[src/rtl/cpu_ctrl_pkg.sv]
// Shared types and constants for the multi-cycle sequencer of the bubble processor.
package cpu_ctrl_pkg;

    typedef enum logic [2:0] {
        StIdle   = 3'd0,
        StFetch  = 3'd1,
        StDecode = 3'd2,
        StExec   = 3'd3,
        StMem    = 3'd4,
        StWb     = 3'd5,
        StHalt   = 3'd6,
        StErr    = 3'd7
    } state_e;

    typedef enum logic [2:0] {
        ClsAlu,
        ClsStore,
        ClsLoad,
        ClsJump,
        ClsHalt,
        ClsNop
    } op_class_e;

    localparam logic [5:0] OP_STORE = 6'b010000;
    localparam logic [5:0] OP_LOAD  = 6'b010001;
    localparam logic [5:0] OP_JR    = 6'b100111;
    localparam logic [5:0] OP_JAL   = 6'b101000;
    localparam logic [5:0] OP_HALT  = 6'b111111;

    localparam logic [1:0] PC_SEL_INC    = 2'd0;
    localparam logic [1:0] PC_SEL_BRANCH = 2'd1;
    localparam logic [1:0] PC_SEL_JR     = 2'd2;

    function automatic op_class_e decode_class(input logic [5:0] op);
        op_class_e cls;
        case (op[5:4])
            2'b00:   cls = ClsAlu;
            2'b01:   cls = (op == OP_STORE) ? ClsStore : ((op == OP_LOAD) ? ClsLoad : ClsAlu);
            2'b10:   cls = ClsJump;
            default: cls = (op == OP_HALT) ? ClsHalt : ClsNop;
        endcase
        return cls;
    endfunction

endpackage

[src/rtl/mem_wait_timer.sv]
// Counts consecutive unacknowledged request cycles and flags the cycle whose
// miss would make the count reach ACK_TIMEOUT.
module mem_wait_timer #(
    parameter int unsigned ACK_TIMEOUT = 15
) (
    input  logic clk,
    input  logic rst,
    input  logic req,
    input  logic ack,
    output logic timeout
);

    localparam logic [7:0] LAST_WAIT = 8'(ACK_TIMEOUT - 1);

    logic [7:0] count_q;

    // Any cycle without a pending miss clears the count, so each new FETCH/MEM starts at 0.
    always_ff @(posedge clk or posedge rst) begin
        if (rst) begin
            count_q <= 8'd0;
        end else if (req && !ack) begin
            count_q <= count_q + 8'd1;
        end else begin
            count_q <= 8'd0;
        end
    end

    assign timeout = req && !ack && (count_q == LAST_WAIT);

endmodule

[src/rtl/multicycle_controller.sv]
// FETCH/DECODE/EXEC/MEM/WB sequencer: drives memory handshakes and one-cycle
// datapath write strobes; owns no datapath registers.
module multicycle_controller
    import cpu_ctrl_pkg::*;
#(
    parameter int unsigned ACK_TIMEOUT = 15,
    parameter int unsigned CNT_W       = 32
) (
    input  logic             clk,
    input  logic             rst,
    input  logic             start,
    input  logic [5:0]       opcode,
    input  logic             alu_bit0,
    output logic             imem_req,
    input  logic             imem_ack,
    output logic             ir_load,
    output logic             dmem_req,
    output logic             dmem_we,
    input  logic             dmem_ack,
    output logic             alu_src_imm,
    output logic             reg_write,
    output logic             wb_sel_mem,
    output logic             link_write,
    output logic             pc_write,
    output logic [1:0]       pc_sel,
    output logic [2:0]       state,
    output logic             busy,
    output logic             halted,
    output logic             err,
    output logic [CNT_W-1:0] retired
);

    state_e     state_q, state_d;
    op_class_e  cls;
    logic       mem_req, mem_ack, wait_timeout;
    logic [CNT_W-1:0] retired_q;

    assign cls = decode_class(opcode);

    // Derived from the state register alone to keep the timer out of a comb loop.
    assign mem_req = (state_q == StFetch) || (state_q == StMem);
    assign mem_ack = (state_q == StFetch) ? imem_ack :
                     (state_q == StMem)   ? dmem_ack : 1'b0;

    mem_wait_timer #(
        .ACK_TIMEOUT(ACK_TIMEOUT)
    ) u_wait_timer (
        .clk    (clk),
        .rst    (rst),
        .req    (mem_req),
        .ack    (mem_ack),
        .timeout(wait_timeout)
    );

    always_ff @(posedge clk or posedge rst) begin
        if (rst) begin
            state_q   <= StIdle;
            retired_q <= '0;
        end else begin
            state_q <= state_d;
            if (pc_write) begin
                retired_q <= retired_q + CNT_W'(1);
            end
        end
    end

    always_comb begin
        state_d     = state_q;
        imem_req    = 1'b0;
        ir_load     = 1'b0;
        dmem_req    = 1'b0;
        dmem_we     = 1'b0;
        alu_src_imm = 1'b0;
        reg_write   = 1'b0;
        wb_sel_mem  = 1'b0;
        link_write  = 1'b0;
        pc_write    = 1'b0;
        pc_sel      = PC_SEL_INC;
        case (state_q)
            StIdle: begin
                if (start) state_d = StFetch;
            end
            StFetch: begin
                imem_req = 1'b1;
                if (imem_ack) begin
                    ir_load = 1'b1;
                    state_d = StDecode;
                end else if (wait_timeout) begin
                    state_d = StErr;
                end
            end
            StDecode: begin
                state_d = (cls == ClsHalt) ? StHalt : StExec;
            end
            StExec: begin
                alu_src_imm = opcode[5] | opcode[4];
                case (cls)
                    ClsJump: begin
                        pc_write   = 1'b1;
                        link_write = (opcode == OP_JAL);
                        if (opcode == OP_JR) pc_sel = PC_SEL_JR;
                        else if (alu_bit0)   pc_sel = PC_SEL_BRANCH;
                        else                 pc_sel = PC_SEL_INC;
                        state_d = StFetch;
                    end
                    ClsLoad, ClsStore: state_d = StMem;
                    ClsAlu:            state_d = StWb;
                    default: begin
                        pc_write = 1'b1;
                        state_d  = StFetch;
                    end
                endcase
            end
            StMem: begin
                dmem_req = 1'b1;
                dmem_we  = (cls == ClsStore);
                if (dmem_ack) begin
                    if (cls == ClsStore) begin
                        pc_write = 1'b1;
                        state_d  = StFetch;
                    end else begin
                        state_d = StWb;
                    end
                end else if (wait_timeout) begin
                    state_d = StErr;
                end
            end
            StWb: begin
                reg_write  = 1'b1;
                wb_sel_mem = (cls == ClsLoad);
                pc_write   = 1'b1;
                state_d    = StFetch;
            end
            default: state_d = state_q;
        endcase
    end

    assign state   = state_q;
    assign busy    = !((state_q == StIdle) || (state_q == StHalt) || (state_q == StErr));
    assign halted  = (state_q == StHalt);
    assign err     = (state_q == StErr);
    assign retired = retired_q;

endmodule

[config.mk]
export PLATFORM = sky130hd
export DESIGN_NAME = multicycle_controller
export DESIGN_NICKNAME = d
export VERILOG_FILES = /design/src/rtl/cpu_ctrl_pkg.sv /design/src/rtl/mem_wait_timer.sv /design/src/rtl/multicycle_controller.sv
export SDC_FILE = /design/constraint.sdc
export NUM_CORES = 1
export LEC_CHECK = 0
export ABC_AREA = 1
export BUFFER_PORTS_ARGS = -buffer_cell sky130_fd_sc_hd__buf_2
export CORE_MARGIN = 4
export CORE_UTILIZATION = 55
export DETAILED_ROUTE_END_ITERATION = 10
export PLACE_DENSITY_LB_ADDON = 0.25
export SKIP_CTS_REPAIR_TIMING = 1
export SLEW_MARGIN = 20
export SYNTH_ARGS = -nofsm -noshare
export SYNTH_HDL_FRONTEND = slang
export SYNTH_HIERARCHICAL = 1
export SYNTH_SLANG_ARGS = --single-unit
[constraint.sdc]
create_clock -name clk -period 2.45 [get_ports clk]
set_clock_uncertainty 0.15 [all_clocks]
set_input_delay 0.1225 -clock clk [delete_from_list [all_inputs] [get_ports clk]]
set_output_delay 0.1225 -clock clk [all_outputs]
set_load 0.005 [all_outputs]
-- Yosys cells after proc, flatten, opt, wreduce, memory -nomap -nowiden
Cells that the tools add are included.
- register bits after elaboration: 43
- logic and storage cells: 73
- output and inout port bits: 49
- bits of input ports: 12
- reductions and logical operators: 14
- equal/unequal tests: 20
- $add $sub $neg: 2
- bitwise logic cells: 1
- mux-type cells: 33
- operators with widths (operator ; number):
    adder 32 x 1 -> 32 bit, second input constant ; 1
    equality test 6 bit, second input constant ; 3
    2-to-1 mux 3 bit ; 6
    one-hot mux 3 bit (6 select lines) ; 1
    2-to-1 mux 1 bit ; 17
    equality test 3 bit, second input constant ; 5
    equality test 3 x 2 -> 1 bit, second input constant ; 4
    equality test 6 x 5 -> 1 bit, second input constant ; 2
    2-to-1 mux 2 bit ; 5
    one-hot mux 3 bit (3 select lines) ; 1
    adder 8 x 1 -> 8 bit, second input constant ; 1
    equality test 8 x 4 -> 1 bit, second input constant ; 1
    2-to-1 mux 8 bit ; 1
    equality test 3 x 1 -> 1 bit, second input constant ; 2
    zero test 3 bit ; 2
    one-hot mux 3 bit (2 select lines) ; 1
    nonzero test 6 bit ; 1
    logical OR 1 bit ; 3
    one-hot mux 1 bit (3 select lines) ; 1
    OR reduction 3 bit ; 1
    equality test 2 x 1 -> 1 bit, second input constant ; 1
    equality test 2 bit, second input constant ; 1
    logical AND 1 bit ; 2
    zero test 1 bit ; 2
    other kinds (5) ; 5

-- Logic depth before layout (Yosys ltp)
- depth in word-level cells: 9
- mapped depth: 13
- mapped depth without buffers: 13

-- Cells and area by module
Netlist, hierarchy kept.
- by module, submodules not included (module ; seq. area each (µm²) ; area an instance (µm²) ; cells each ; times used):
    multicycle_controller ; 875.8 ; 2573.7 ; 410 ; 1
    mem_wait_timer ; 200.2 ; 405.4 ; 52 ; 1

-- Worst setup path after synthesis
Ideal clock, no wire load.
- kind: flip-flop to flip-flop
- start point: register state_q[0] (netlist: state[0])
- end point: register state_q[0] (netlist: state[0])
- arrival time: 1654 ps
- buffers on the path: 0
- cell stages (with the launch flop): 14
- path slack: 581 ps
- cell sequence: dfrtp_1 nor2_1 nand2_2 nand2_1 inv_1 nor2_4 nand3_1 nor3_1 nor2_1 nor2_1 nor2_1 nand3_1 nand2_1 nand2_1
- elaborated cells on any way between the ends: 19
- RTL lines (item ; line ; text):
    from (decl) ; multicycle_controller.sv:33 ; state_e state_q, state_d;
    from (signal assigned) ; multicycle_controller.sv:57 ; state_q <= StIdle;
    from (signal assigned) ; multicycle_controller.sv:60 ; state_q <= state_d;
    equality test 3 x 1 -> 1 bit or equality test 3 bit (tied branches) ; multicycle_controller.sv:41 ; assign mem_req = (state_q == StFetch) || (state_q == StMem);
    logical OR 1 bit * ; multicycle_controller.sv:41 ;
    via mem_req ; multicycle_controller.sv:35 ; logic mem_req, mem_ack, wait_timeout;
    logical AND 1 bit * (2 in a row) ; mem_wait_timer.sv:28 ; assign timeout = req && !ack && (count_q == LAST_WAIT);
    via wait_timeout ; multicycle_controller.sv:35 ;
    2-to-1 mux 3 bit * ; -- ;
    2-to-1 mux 3 bit (on tied branches) ; -- ;
    one-hot mux 3 bit (6 select lines) * ; multicycle_controller.sv:79 ; case (state_q)
Mark *: on every way through the listed nets, which the timed path passes. The rest lies on a longest branch.
A chain may end at the register's enable or synchronous reset.

-- Worst setup path after layout
- start point: register state_q[1] (netlist: state[1])
- end point: output port pc_write
- cells in the longest elaborated chain, start to end: 2
- elaborated cells on any way between the ends: 4
- ends and longest elaborated chain (item ; line ; text):
    equality test 3 bit or equality test 3 x 2 -> 1 bit (tied branches) ; multicycle_controller.sv:79 ;
    one-hot mux 1 bit (3 select lines) * ; multicycle_controller.sv:79 ;
    to (decl) ; multicycle_controller.sv:24 ; output logic pc_write,
Every way passes the cells marked *; elsewhere a longest branch is shown, timed or not.

==> summary.txt <==
Slew margin rel. -> 69.5%
Max stage delay on crit path -> 0.45 ns
Ys Warns -> 6
Area leader, netlist -> dfrtp_1
ANT nets after route -> 0
Max-Cap Viols -> 0
Type of the tightest min-delay check -> input port to register
Cell mode on critical path -> inv_2
CP Class -> register to primary output
Setup Total Neg Slack -> 0 ns
Post-synthesis sequential area ratio -> 36.1%
Vias -> 3154
Post-synth cell types -> 28
CP max FO -> 41
CP max-delay cell -> dfrtp_1
PD cells -> 357 nW/um^2
Max Freq -> 0.451 GHz
CTS tree -> done
Clock-pin slew on the worst setup and hold paths -> 0.08 ns
WP buf/inv -> 4
Initial DRC Count -> 245
Die Ht -> 81.6 microns
Final setup fails -> 0
H-tree depth -> 2
Status -> complete, no violations
Input/output buffers -> 60
Setup repair after global routing missed its margin -> no
#FFs+latches synth -> 43
Chip width -> 81.6 microns
Arr. time, crit path -> 1.95 ns
Total GRT Usage -> 24.7%
Worst Setup End Kind -> primary output
CTS buffer count -> 5
Synthesized area per cell -> 6.45 sq um
Post-layout instance count excluding filler cells -> 595
Final Power -> 0.00123 W
Share of layout cells above drive strength 1 -> 16.4%
TritonCTS Sinks -> 43
Cell Chain, Critical Path -> inv_2 -> nand2_1 -> nor2_1 -> inv_2 -> nand3_2 -> buf_6 -> buf_2
Placed cells -> 586
Largest cells by area after synthesis -> dfrtp_1, nand2_1, nor2_1
DR WL/cell -> 12.6 microns
Minimum clock period -> 2.22 ns
CP required -> 2.18 ns
Boundary pin count -> 61
Delay-heaviest family, CP -> buffers and inverters
Synthesis-to-layout area growth -> 16.0%
CTS root buffer -> clkbuf_8
Starting density of the core -> 57.6%
Post-synthesis cell area -> 2980 sq um
Die area -> 6660 sq um
Syn_nets -> 477
Critical Path Start Type -> register
Initial antenna violation count -> 0
Peak VDD IR -> 0.228 mV
Fill cells -> 476
Core Area -> 5170 sq um
DR DRC count -> 0
Antenna cells -> 0
HPWL after detailed placement -> 5.56 mm
Yosys top cell area share -> 36.1%
First-pass GRT wire length -> 13.0 mm
Nets@finish -> 539
Slew Viols, Final -> 0
Routed WL -> 7.48 mm
Hold Violations, Final -> 0
Vias in the first global route -> 2962
Fin crit share -> 90.6%
Total gr overflow -> 0
Post-synthesis instance total -> 462
Hold_ws -> 0.00205 ns
GPL Wtd Cong -> 1.04
Worst slew pin tran -> 0.457 ns
Clock Tree Buf Depth -> 2
TritonRoute pass-1 iters -> 6
Via density -> 5.30
Largest net degree at the start of global routing -> 42
Clock latency on the worst-skew pair -> 0.30 ns
Leakage -> 1.76 nW
# rows -> 26
cells in the mapped netlist:
cell type  instances
buf_2              2
o21ai_1            8
nand3_1           13
o22ai_1            1
nor2_1            86
clkbuf_1           3
inv_1             31
o21ai_0            3
ha_1               3
nor4_1             1
o221ai_1           1
a21oi_1            3
nand4_1           27
nand3_2            1
nand2_2            3
nand3b_1          15
xor2_1            15
a21boi_0           1
nor3_2             1
buf_1              1
dfrtp_1           43
nor2_4             1
buf_4              4
o21a_1             1
nor3_1             5
nor2_2             1
nand2_1          181
inv_2              7
report_power, final:
group | total (W) | leakage, nW | internal [W] | switching (W)
Clock | 0.000486 | 0.0474 | 0.000230 | 0.000256
Combinational | 0.0000382 | 1.13 | 0.0000116 | 0.0000267
Sequential | 0.000709 | 0.585 | 0.000709 | 0
Total | 0.00123 | 1.76 | 0.000951 | 0.000283
worst reg2reg max path, cell delays in order (launching register included):
cell and delay (ns):
dfrtp_1 0.45, nor2_1 0.22, nand2_2 0.14, nand2_1 0.12, inv_1 0.07, nor2_4 0.13
nand3_1 0.08, nor3_1 0.31, nor2_1 0.09, nor2_1 0.11, nor2_1 0.05, nand3_1 0.06
nand2_1 0.05, nand2_1 0.05
per-stage QoR:
stage | utilization [%] | area, sq um | setup WS, ns
global route | 66.8 | 3450 | 0.0603
finish | 66.8 | 3450 | 0.231
detailed placement | 64.6 | 3340 | 0.382
floorplan | - | 2980 | 0.581
CTS | 66.5 | 3440 | 0.162
global placement | 64.6 | 3340 | 0.491
final timing paths:
check	start	to	slack (ns)	cells past startpoint
worst max register to register	state[0]$_DFFE_PP0P_	state[0]$_DFFE_PP0P_	0.31	13
worst min-delay path	start	state[0]$_DFFE_PP0P_	0.002	5
min in group asynchronous	rst	u_wait_timer/count_q[5]$_DFF_PP0_	0.16	3
worst max-delay path	state[1]$_DFFE_PP0P_	pc_write	0.23	7
max in group asynchronous	rst	retired[29]$_DFFE_PP0P_	1.50	4
worst min register to register	u_wait_timer/count_q[0]$_DFF_PP0_	u_wait_timer/count_q[0]$_DFF_PP0_	0.35	1
layer usage:
layer / global-route usage, % / vias up / routed length, microns / part of all wire (%)
met2: 41.4 / 129 / 3620 / 48
met3: 4.82 / 16 / 555 / 7.4
met4: 8.64 / 0 / 143 / 1.9
li1: - / 1584 / - / -
met1: 31.7 / 1425 / 3150 / 42
met5: 0 / - / 0 / 0
state kept, by name, summed over array words and instances, names as in the netlist:
register / count
u_wait_timer/count_q: 8
state: 3
retired: 32
logic make-up after synthesis:
kind of cell / count (synthesis) / share of synthesized area (%)
compound gates: 18 / 3.36
xor+xnor: 15 / 4.41
fa+ha+maj: 3 / 1.26
buf+inv: 48 / 6.64
flops: 43 / 36.1
simple gates: 335 / 48.2
final cells by class:
cell class | count | area [sq um] | area share [%]
Clock buffer | 6 | 82.6 | 2.39
Clock inverter | 2 | 16.3 | 0.471
Inverter | 38 | 143 | 4.13
Multi-Input combinational cell | 371 | 1710 | 49.4
Sequential cell | 43 | 1080 | 31.1
Tap cell | 70 | 87.6 | 2.54
Timing Repair Buffer | 65 | 344 | 9.96
placed cells by master (no fill, tap or decap), types with 3 or more instances in the layout:
cell type    n
clkbuf_8     6
nand3b_1    15
nand3_1     13
nand4_1     27
inv_1       31
nand2_1    181
buf_2       60
o21ai_0      3
nor2_1      86
xor2_1      15
buf_4        3
nand2_2      3
ha_1         3
o21ai_1      8
nor3_1       5
dfrtp_1     43
inv_2        7
a21oi_1      3
Power figures use the tool's default switching activity.
